## config.mk

```make
export PLATFORM = sky130hd
export DESIGN_NAME = pipe_skid_reg
export DESIGN_NICKNAME = d
export VERILOG_FILES = /design/src/rtl/pipe_skid_reg.sv
export SDC_FILE = /design/constraint.sdc
export NUM_CORES = 1
export LEC_CHECK = 0
export BUFFER_PORTS_ARGS = -buffer_cell sky130_fd_sc_hd__buf_2
export CORE_MARGIN = 2
export CORE_UTILIZATION = 54
export DETAILED_ROUTE_END_ITERATION = 10
export PLACE_DENSITY = 0.87
export SLEW_MARGIN = 25
export SYNTH_ARGS = -nofsm -noshare
export SYNTH_HDL_FRONTEND = slang
export SYNTH_SLANG_ARGS = --single-unit
```

## constraint.sdc

```tcl
create_clock -name clk -period 1.6 [get_ports clk]
set_input_delay 0.32 -clock clk [delete_from_list [all_inputs] [get_ports clk]]
set_output_delay 0.32 -clock clk [all_outputs]
set_load 0.01 [all_outputs]
```

## src/rtl/pipe_skid_reg.sv

```systemverilog
// Two-slot registered pipeline stage (main + skid) with synchronous flush.
// Optional backpressure statistics counter enabled by macro PIPE_SKID_REG_STATS_EN.
module pipe_skid_reg #(
   parameter int PC_BITS   = 32,
   parameter int IR_BITS   = 32,
   parameter int DATA_BITS = 32
) (
   input  logic                 clk,
   input  logic                 rst_n,
   input  logic                 zero,
   input  logic                 in_valid,
   output logic                 in_ready,
   input  logic [PC_BITS-1:0]   in_pc,
   input  logic [IR_BITS-1:0]   in_ir,
   input  logic [DATA_BITS-1:0] in_data,
   output logic                 out_valid,
   input  logic                 out_ready,
   output logic [PC_BITS-1:0]   out_pc,
   output logic [IR_BITS-1:0]   out_ir,
   output logic [DATA_BITS-1:0] out_data,
   output logic [1:0]           occupancy,
   output logic [31:0]          stall_cnt
);

   localparam logic [1:0] EMPTY = 2'd0;
   localparam logic [1:0] ONE   = 2'd1;
   localparam logic [1:0] FULL  = 2'd2;
   localparam int PW = PC_BITS + IR_BITS + DATA_BITS;

   logic [1:0]    st;
   logic [PW-1:0] main_q;
   logic [PW-1:0] skid_q;
   logic [PW-1:0] in_pl;
   logic          in_fire;
   logic          out_fire;

   // State encoding equals beat count, so every handshake output is a
   // decode of registered state only.
   assign in_ready  = (st != FULL);
   assign out_valid = (st != EMPTY);
   assign occupancy = st;
   assign {out_pc, out_ir, out_data} = main_q;

   assign in_pl    = {in_pc, in_ir, in_data};
   assign in_fire  = in_valid & in_ready;
   assign out_fire = out_valid & out_ready;

   always_ff @(posedge clk or negedge rst_n) begin
      if (!rst_n) begin
         st     <= EMPTY;
         main_q <= '0;
         skid_q <= '0;
      end else if (zero) begin
         st     <= EMPTY;
         main_q <= '0;
         skid_q <= '0;
      end else begin
         case (st)
            EMPTY: begin
               if (in_fire) begin
                  st     <= ONE;
                  main_q <= in_pl;
               end
            end
            ONE: begin
               if (in_fire && out_fire) begin
                  main_q <= in_pl;
               end else if (in_fire) begin
                  st     <= FULL;
                  skid_q <= in_pl;
               end else if (out_fire) begin
                  st     <= EMPTY;
                  main_q <= '0;
               end
            end
            FULL: begin
               if (out_fire) begin
                  st     <= ONE;
                  main_q <= skid_q;
                  skid_q <= '0;
               end
            end
            default: begin
               st     <= EMPTY;
               main_q <= '0;
               skid_q <= '0;
            end
         endcase
      end
   end

`ifdef PIPE_SKID_REG_STATS_EN
   // Flush deliberately leaves the counter alone; only reset clears it.
   logic [31:0] stall_q;
   always_ff @(posedge clk or negedge rst_n) begin
      if (!rst_n)
         stall_q <= '0;
      else if (out_valid && !out_ready && (stall_q != 32'hFFFF_FFFF))
         stall_q <= stall_q + 32'd1;
   end
   assign stall_cnt = stall_q;
`else
   assign stall_cnt = 32'd0;
`endif

endmodule

```

# Yosys cells after proc, flatten, opt, wreduce, memory -nomap -nowiden
# Cells that the tools add are included.
# totals
regBits	194
elab_cells	39
# classes
eq_ne	11
muxes	17
bitwise	2
reduce_logical	6
# ops
op	count
96-bit two-way mux	8
96-bit one-hot mux with 3 select lines	2
2-bit two-way mux	6
3-bit != test, second input constant	4
4-bit != test, second input constant	3
4-bit AND reduction	3
2-bit one-hot mux with 3 select lines	1
2-bit != test, second input constant	2
1-bit AND	2
2-bit by 1-bit == test with 1-bit output, second input constant	1
2-bit == test, second input constant	1
2-bit zero test	1
2-bit nonzero test	1
1-bit logical AND	1

# Logic depth before layout (Yosys ltp)
# Gate-level depths: netlist of run 1.
# depth
ltp_word	7
depth_mapped	7
mapped_depth_nobuf	4

# Least setup slack after synthesis of run 1
# No wires, ideal clock.
# synth_timing
kind	register to output
from	reg st[0] (netlist: occupancy[0])
to	out out_valid
arrival_ns	1.286
t_required_ns	1.280
slack_ns	-0.006
path_stages_with_launch	5
cell_sequence	dfrtp_1 > clkbuf_1 > buf_2 > buf_2 > or2_2
# synth_between
elab_chain_cells	1
# synth_lines
element	line	rtl
start: declaration	30	logic [1:0] st;
start signal: assignment	50	st <= EMPTY;
start signal: assignment	54	st <= EMPTY;
start signal: assignment	61	st <= ONE;
2-bit nonzero test	40	assign out_valid = (st != EMPTY);
end: declaration	16	output logic out_valid,
# No other way between the ends.

# Worst setup path after layout of run 1
# layout_timing
from	reg st[1] (netlist: occupancy[1])
to	reg main_q[88]
# layout_between
elab_chain_cells	6
word_cells_on_any_way	16
classes_between	7 x eq/ne; 3 x mux; 2 x bitwise; 4 x reduce/logical
# layout_lines
element	line	rtl
2-bit != test / 2-bit nonzero test (equally long branches)	39, 40	
1-bit AND, on equally long branches	45, 46	
1-bit logical AND	66	if (in_fire && out_fire) begin
96-bit two-way mux	66	
96-bit one-hot mux with 3 select lines	58	case (st)
96-bit two-way mux	53	end else if (zero) begin
end signal: assignment	62	main_q <= in_pl;
end signal: assignment	67	main_q <= in_pl;
end signal: assignment	79	main_q <= skid_q;
end: declaration	31	logic [PW-1:0] main_q;
# Parallel ways exist; a longest one is shown, timed or not.
# A chain may end at the register's enable or synchronous reset.

==> results of run 1 <==
[stage by stage]
stage	utilization, %	hold WS, ns	TNS [ns]	cells
floorplan	-	0.0244	0	931
global placement	62.8	0.280	-2.44	1292
detailed placement	62.8	0.284	-9.14	1292
CTS	69.7	0.125	-33.31	1356
global route	72.4	0.136	-39.05	1389
finish	72.5	0.132	-31.81	1390
[logic make-up after synthesis]
family / Yosys count
other: 1
AO/OA/AOI/OAI: 197
buffers and inverters: 203
multiplexers: 193
flip-flops: 194
AND/OR/NAND/NOR: 112
[how the worst min path moves through the flow]
stage,startpoint,end,slack [ns]
2_1_floorplan,rst_n,main_q[0]$_DFFE_PN0P_,0.02
3_3_place_gp,rst_n,skid_q[44]$_DFFE_PN0P_,0.28
3_5_place_dp,rst_n,skid_q[44]$_DFFE_PN0P_,0.28
4_1_cts,in_ir[18],skid_q[50]$_DFFE_PN0P_,0.12
5_1_grt,in_data[15],skid_q[15]$_DFFE_PN0P_,0.14
6_report,in_ir[18],skid_q[50]$_DFFE_PN0P_,0.13
[layout make-up]
type	count	area, sq um	share of cell area [%]
Sequential cell	194	4860	37.2
Multi-Input combinational cell	536	4350	33.3
Timing Repair Buffer	301	2580	19.7
Clock buffer	19	443	3.39
Inverter	96	360	2.76
Tap cell	229	287	2.19
Clock inverter	13	170	1.30
Antenna cell	2	5.00	0.0383
[metal layers]
layer	share of wire, %	up-vias
li1	-	3618
met1	41	4126
met2	50	391
met3	7.4	54
met4	2.5	0
met5	0	-
[power by group]
group	internal [W]	switching (W)
Combinational	0.00122	0.00139
Clock	0.00241	0.00204
Sequential	0.00523	0.000214
[state kept, by name (all words and copies together) (netlist names)]
signal,flops
skid_q,96
main_q,96
occupancy,2
[cell usage after synthesis (2+ instances only)]
| library cell | count |
|---|---|
| nand2_1 | 98 |
| mux2i_1 | 193 |
| buf_1 | 5 |
| dfrtp_1 | 194 |
| clkbuf_1 | 15 |
| nor2_2 | 3 |
| o2bb2ai_1 | 96 |
| buf_6 | 9 |
| buf_2 | 42 |
| nor2b_1 | 2 |
| inv_1 | 96 |
| nor2_1 | 5 |
| buf_4 | 36 |
| a22o_1 | 97 |
[layout by cell type (no fill, tap or decap), drive strengths merged]
cell,instances
nor2,8
buf,286
o22a,1
bufinv,2
and2b,1
nand2b,1
clkinv,5
a2bb2oi,1
dfrtp,194
bufbuf,3
a21boi,1
inv,101
dlygate4sd3,1
conb,32
diode,2
o2bb2ai,96
a22o,99
a21oi,1
mux2i,193
or3b,1
or2,1
nand2,98
clkinvlp,1
clkbuf,30
nor2b,2
[timing repair]
item	4_1_cts	5_1_grt
setup buffers	20	20
pin swaps	0	63
endpoints found under the setup margin	162	196
hold buffers	1	0
gates cloned	11	16
gates resized for setup	31	29
endpoints found under the hold margin	33	0
[critical path, cell delays in order, from the launching register on]
cell,delay (ns)
dfrtp_4,0.51
buf_6,0.14
mux2i_4,0.19
buf_6,0.14
a22o_2,0.33
clkbuf_16,0.19
a22o_1,0.23
==> flow_summary.yaml, run 1 <==
run_status:
  status: "finished with violations"
  violations: "setup timing"
setup_path:
  worstReg2RegEnd: "main_q[88]$_DFFE_PN0P_"
  critPathArrivalTime_ns: 2.17
  startpoint: "occupancy[1]$_DFFE_PN0P_"
  required_ns: 1.92
  reg2reg_depth: 6
  worstReg2RegStart: "occupancy[1]$_DFFE_PN0P_"
  worstSetupStartpointType: "flop"
  crit_end: "main_q[88]$_DFFE_PN0P_"
  r2r_slack_ns: -0.25
  endpoint_kind: "flop"
  critPathMaxFanout: 5
  criticalPathCategory: "flop to flop"
clock_tree:
  cts_buffers: 17
  tritoncts: "yes"
  clockRootBuffer: "clkbuf_16"
  clkLatencyLatePin_ns: 0.43
  clock_path_buffers: 2
  h-tree-depth: 4
  cts_sinks: 194
  cts.reportedPaths.clkPinSlew_ns: 0.08
global_route:
  antenna_found_initial: 2
  use_met3_pct: 5.61
  grt_busiest_layer: "met2"
  grt_pass1_wl_um: 42800
  gr-usage-met2_pct: 44.9
  groute.usage.overall_pct: 27.6
  first_global_vias: 8038
  grt_overflow: 0
  use_met1_pct: 36.2
  grt_max_degree: 55
floorplan:
  die_h_um: 140
  ios: 233
  die_w_um: 140
  fp-row-count: 49
  core_sq_mm: 0.0180
  fp.dieArea_sq_mm: 0.0196
  start_util_pct: 55.3
route:
  drtPass1Iterations: 5
  via_count: 8189
  drt_iter0_markers: 602
  postRouteWirelength_um: 29900
  wl_per_cell_um: 21.5
  drc: 0
  via_per_inst: 5.89
  postRouteAntennaNets: 0
sta:
  rsz0062_at_grt: "true"
  final.period_utilization_pct: 115
  worstMarginPinSlew_ns: 0.542
  worst_clock_skew_ns: 0.00864
  slew_headroom_pct: 63.7
  max_freq_ghz: 0.541
  hold_viol: 0
  final-setup-viol-count: 196
  finalCriticalPeriod_ns: 1.85
  final.setup.worst_slack_ns: -0.247
  slew_violations: 0
synthesis:
  ys_seq_area_share_pct: 48.7
  synth_seq_cells: 194
  yosys.area_share.simple_pct: 4.48
  async_reset_ff_share_pct: 100
  synth_ff_type: "dfrtp_1"
  syn_area_per_cell_sq_um: 11.1
  yosysTopAreaCellShare_pct: 48.7
  synthesis.instances: 900
  synthXorXnorAreaFrac_pct: 0
  yosysTopAreaCell: "dfrtp_1"
  synth_cell_types: 23
  syn_area_sq_mm: 0.00997
  muxShareOfSynthArea_pct: 19.4
  synth_compound_area_share_pct: 17.2
  synth_top_family_by_area: "multiplexers"
  netlist_top_cells_area: "dfrtp_1 (49%), mux2i_1 (19%), a22o_1 (8.5%)"
  synth-edff-count: 0
  yosys_warnings: 0
  synthAdderAreaFrac_pct: 0
place:
  portBuffers: 200
  dp.final_hpwl_um: 15800
  gp_congestion: 0.775
  placement.setup.worst_slack_ns: -0.0936
  placed_cell_area_sq_mm: 0.0113
finish:
  drive_gt1_share_pct: 30.6
  n_fill_cell: 1230
  finish.instance_area_sq_mm: 0.0131
  nNetsFinal: 1247
  synthToLayoutAreaGrowth_pct: 30.9
run:
  drv_cap: 0
min_path:
  holdPathStages: 3
  hp-class: "primary input to flop"
power_and_ir_drop:
  total_power_w: 0.0125
  p_per_area_mw_per_mm2: 957
  vdd_ir_drop_max_mv: 0.816
  p_leak_nw: 6.22
Note: power is estimated with default switching activity, not from simulation.
==> run 2: changes to the inputs <==
TNS_END_PERCENT = 20   (was not set)
==> run 2 against run 1 <==
  * The flow still finishes with violations (setup timing)
  * Count of clock-buffer cells in the layout unchanged
  * Setup slack better by 0.0055 ns
  * Final cell count down 1.5%
  * Design area down 1.2%
  * Via count down 2.3%
  * Combinational power down 3%
  * Non-clock buffer count down 20
  * Sequential cell count unchanged
  * Wire length down 2.2%
  * Clock skew up 0.0024 ns
  * Critical path depth up 1
  * Largest power group unchanged
==> flow_summary.yaml, run 2 (synthesized netlist as in run 1, its figures left out) <==
clock_tree:
  clockRootBuffer: "clkbuf_16"
  tritoncts: "yes"
  h-tree-depth: 4
  clkLatencyLatePin_ns: 0.44
  cts.reportedPaths.clkPinSlew_ns: 0.08
  cts_sinks: 194
  cts_buffers: 17
  clock_path_buffers: 2
route:
  drc: 0
  postRouteAntennaNets: 0
  drtPass1Iterations: 5
  via_per_inst: 5.84
  drt_iter0_markers: 562
  postRouteWirelength_um: 29300
  via_count: 7999
  wl_per_cell_um: 21.4
power_and_ir_drop:
  total_power_w: 0.0124
  p_leak_nw: 6.15
  p_per_area_mw_per_mm2: 962
  vdd_ir_drop_max_mv: 0.820
finish:
  drive_gt1_share_pct: 30.6
  n_fill_cell: 1263
  synthToLayoutAreaGrowth_pct: 29.3
  final_cell_mix: "buf_2 (195), mux2i_1 (192), dfrtp_1 (192)"
  mostFrequentLayoutCell: "buf_2"
  regArea_sq_mm: 0.00486
  multi_input_comb_area_sq_mm: 0.00442
  layoutNonFillerInstCount: 1369
  nNetsFinal: 1227
sta:
  rsz0062_at_grt: "true"
  slew_violations: 0
  final.setup.worst_slack_ns: -0.241
  finalCriticalPeriod_ns: 1.84
  final-setup-viol-count: 195
  max_freq_ghz: 0.543
  hold_viol: 0
  worst_clock_skew_ns: 0.0110
  worstMarginPinSlew_ns: 0.553
  final.period_utilization_pct: 115
  slew_headroom_pct: 63.0
floorplan:
  start_util_pct: 55.3
  die_w_um: 140
  fp.dieArea_sq_mm: 0.0196
  fp-row-count: 49
  ios: 233
  core_sq_mm: 0.0180
  die_h_um: 140
run_status:
  violations: "setup timing"
  status: "finished with violations"
setup_path:
  endpoint_kind: "flop"
  critPathMaxFanout: 19
  worstSetupStartpointType: "flop"
  crit_path_top_delay_cell: "dfrtp_4"
  required_ns: 1.96
  critPathArrivalTime_ns: 2.20
  cp_slowest_stage_delay_ns: 0.51
  r2r_slack_ns: -0.24
  criticalPathCategory: "flop to flop"
  cp_cell_sequence: "buf_6 > and2b_2 > nor2b_4 > buf_8 > clkbuf_16 > nand2_1 > mux2i_1"
  reg2reg_depth: 7
place:
  portBuffers: 200
  placement.setup.worst_slack_ns: -0.0936
  dp.final_hpwl_um: 15800
  gp_congestion: 0.775
  dp_cells: 1292
global_route:
  first_global_vias: 7932
  antenna_found_initial: 2
  groute.usage.overall_pct: 26.9
  grt_overflow: 0
  grt_max_degree: 55
  grt_pass1_wl_um: 42000
run:
  drv_cap: 0
min_path:
  holdPathStages: 3
  hp-class: "primary input to flop"
-- run 2: cell types whose count changed in the layout (fill, tap and decap cells not counted), moves of 2 or more --
cell     change
buf_16       -4
buf_4       -15
buf_6        -3
buf_8        +2
nand2_1     -14
nand2_2      +9
nand2_4      +5
-- run 2: cell type report --
class	instances	area share (%)
Clock buffer	19	3.43
Tap cell	229	2.22
Sequential cell	194	37.7
Antenna cell	1	0.0194
Clock inverter	13	1.32
Inverter	96	2.79
Timing Repair Buffer	281	18.3
Multi-Input combinational cell	536	34.2
-- run 2: repair_timing --
action	4_1_cts	5_1_grt
endpoints found under the setup margin	162	196
hold buffers	1	0
hold endpoints to repair	33	0
gates resized for setup	25	49
setup buffers	14	7
cloned	7	17
pin swaps	0	80
-- run 2: worst paths after layout --
path,endpoint,from
setup / recovery,skid_q[25]$_DFFE_PN0P_,occupancy[1]$_DFFE_PN0P_
hold / removal,skid_q[50]$_DFFE_PN0P_,in_ir[18]
setup reg to reg,skid_q[25]$_DFFE_PN0P_,occupancy[1]$_DFFE_PN0P_
hold reg to reg,main_q[14]$_DFFE_PN0P_,main_q[14]$_DFFE_PN0P_
max in group asynchronous,skid_q[57]$_DFFE_PN0P_,rst_n
min in group asynchronous,skid_q[44]$_DFFE_PN0P_,rst_n
-- run 2: metrics by stage --
stage                     util (%)  setup TNS, ns  hold WS [ns]  area (sq um)
final                         71.6         -35.91         0.132         12900
after global routing          71.6         -46.67         0.136         12900
after CTS                     68.7         -37.46         0.125         12400
after detailed placement      62.8          -9.14         0.284         11300
after global placement        62.8          -2.44         0.280         11300
after floorplan                  -              0        0.0244         10100
-- run 2: critical path, delay by kind of cell, from the launching register on --
kind,cells,cell delay (ns)
simple gates,3,0.57
flops,1,0.51
buf+inv,3,0.54
mux,1,0.14
-- run 2: layer usage --
metal	vias up	share of wire, %	global-route usage, %	routed length, um
li1	3579	-	-	-
met1	4016	41	34.9	11900
met2	349	50	44.0	14500
met3	55	6.9	5.71	2020
met4	0	2.8	11.4	825
met5	-	0	0	0
-- run 2: where the power goes --
group,switching (W),internal (W)
Clock,0.00203,0.00241
Combinational,0.00137,0.00116
Sequential,0.000213,0.00523
==> run 3: changes to the inputs <==
CORE_UTILIZATION = 56   (was 54)
CTS_BUF_LIST = sky130_fd_sc_hd__clkbuf_4 sky130_fd_sc_hd__clkbuf_8   (was not set)
PLACE_DENSITY = 0.9   (was 0.87)
==> run 3 against run 2 <==
  * The run still ends with setup timing left
  * Count of clock-buffer cells in the layout is 3 higher
  * Via count rose by 0.49%
  * Wire length is 7.6% lower
  * Critical path depth down 1
  * Setup slack got worse by 0.024 ns
  * Sequential share of layout area grew 0.60 points
  * Hold slack lost 0.031 ns
  * Clock power is 25% lower
  * Sequential cell count is the same
  * Register-to-register slack lost 0.02 ns
  * Critical path type unchanged
  * Highest routed layer is now met5
==> flow_summary.yaml, run 3 (synthesized netlist as in run 1, its figures left out) <==
run_status:
  status: "finished with violations"
  violations: "setup timing"
global_route:
  grt_max_degree: 55
  groute.usage.overall_pct: 27.8
  grt_overflow: 0
  grt_pass1_wl_um: 40800
  antenna_found_initial: 5
  first_global_vias: 7774
power_and_ir_drop:
  combinationalPowerShare_pct: 21.6
  seqPwrFrac_pct: 48.5
  p_clk_share_pct: 29.9
  p_int_w: 0.00797
  switchingPower_w: 0.00325
  total_power_w: 0.0112
  p_leak_nw: 6.05
  p_per_area_mw_per_mm2: 884
  switching_share_pct: 29.0
  vdd_ir_drop_max_mv: 0.536
setup_path:
  required_ns: 1.94
  r2r_slack_ns: -0.27
  endpoint_kind: "flop"
  worstSetupStartpointType: "flop"
  critPathArrivalTime_ns: 2.21
  criticalPathCategory: "flop to flop"
  critPathMaxFanout: 27
route:
  via_per_inst: 5.82
  drc: 0
  drtPass1Iterations: 5
  postRouteWirelength_um: 27100
  drt_iter0_markers: 511
  via_count: 8038
  postRouteAntennaNets: 0
  wl_per_cell_um: 19.6
floorplan:
  ios: 233
  die_h_um: 137
  core_sq_mm: 0.0174
  die_w_um: 137
  fp.dieArea_sq_mm: 0.0189
  start_util_pct: 57.5
  fp-row-count: 48
sta:
  final.setup.worst_slack_ns: -0.265
  max_freq_ghz: 0.536
  whs_ns: 0.101
  finalCriticalPeriod_ns: 1.87
  final.period_utilization_pct: 117
  hold_viol: 0
  worst_clock_skew_ns: 0.0151
  rsz0062_at_grt: "true"
  slew_violations: 0
  final-setup-viol-count: 196
clock_tree:
  h-tree-depth: 4
  tritoncts: "yes"
  cts.reportedPaths.clkPinSlew_ns: 0.10
  clkLatencyLatePin_ns: 0.47
  clock_path_buffers: 2
  cts_sinks: 194
  clockRootBuffer: "clkbuf_8"
  cts_buffers: 17
finish:
  n_fill_cell: 1128
  synthToLayoutAreaGrowth_pct: 27.3
  nNetsFinal: 1241
  drive_gt1_share_pct: 29.6
  mostFrequentLayoutCell: "buf_2"
  final_cell_mix: "buf_2 (195), mux2i_1 (192), dfrtp_1 (192)"
place:
  portBuffers: 200
  placement.setup.worst_slack_ns: -0.109
  gp_congestion: 0.826
  dp.final_hpwl_um: 16300
min_path:
  hp-class: "primary input to flop"
run:
  drv_cap: 0
## run 3: metrics by stage
step	instances	setup TNS [ns]	utilization, %	cell area [sq um]
floorplan	931	0	-	10100
global placement	1310	-2.29	66.5	11500
detailed placement	1310	-10.17	66.5	11500
CTS	1362	-29.65	71.4	12400
global route	1382	-44.52	73.2	12700
finish	1382	-34.33	73.2	12700
## run 3: per-layer routing
metal	part of all wire, %	up-vias	wire, um	GRT usage (%)
met4	2.4	2	658	10.8
met2	51	370	13800	45.9
met5	0.048	-	13	0
met3	6.3	52	1700	5.26
met1	40	4011	10900	36.4
li1	-	3603	-	-
## run 3: worst max-delay path, stage by stage, from the launching register on
cell	delay (ns)
dfrtp_4	0.54
buf_6	0.14
and2b_2	0.21
buf_4	0.14
a22o_4	0.28
buf_12	0.18
a22o_1	0.25
## run 3: layout make-up
cell class | count | area [sq um] | area share (%)
Clock inverter | 10 | 124 | 0.976
Sequential cell | 194 | 4860 | 38.3
Tap cell | 225 | 282 | 2.22
Multi-Input combinational cell | 534 | 4270 | 33.6
Clock buffer | 22 | 297 | 2.34
Timing Repair Buffer | 297 | 2490 | 19.6
Inverter | 96 | 360 | 2.84
Antenna cell | 4 | 10.0 | 0.0788
## run 3: worst paths after layout
check	from	depth (start not counted)	end
max	occupancy[0]$_DFFE_PN0P_	6	main_q[1]$_DFFE_PN0P_
max reg2reg	occupancy[0]$_DFFE_PN0P_	6	main_q[1]$_DFFE_PN0P_
min reg2reg	main_q[15]$_DFFE_PN0P_	1	main_q[15]$_DFFE_PN0P_
min	in_ir[20]	3	skid_q[52]$_DFFE_PN0P_
min in group asynchronous	rst_n	2	main_q[47]$_DFFE_PN0P_
max in group asynchronous	rst_n	3	skid_q[30]$_DFFE_PN0P_
## run 3: timing repair
action | in CTS | in global routing
buffers inserted | 13 | 11
pin swaps | 0 | 35
setup endpoints to repair | 191 | 196
hold buffers | 1 | 0
gates resized for setup | 28 | 22
endpoints found under the hold margin | 36 | 0
cloned | 6 | 6
## run 3: power groups by stage
| stage | logic, W | clock network (W) | registers, W |
|---|---|---|---|
| after detailed placement | 0.00215 | 0 | 0.00552 |
| after floorplan | 0.00116 | 0 | 0.00558 |
| after global placement | 0.00208 | 0 | 0.00551 |
| final | 0.00242 | 0.00335 | 0.00545 |
| after CTS | 0.00228 | 0.00339 | 0.00544 |
| after global routing | 0.00261 | 0.00360 | 0.00548 |
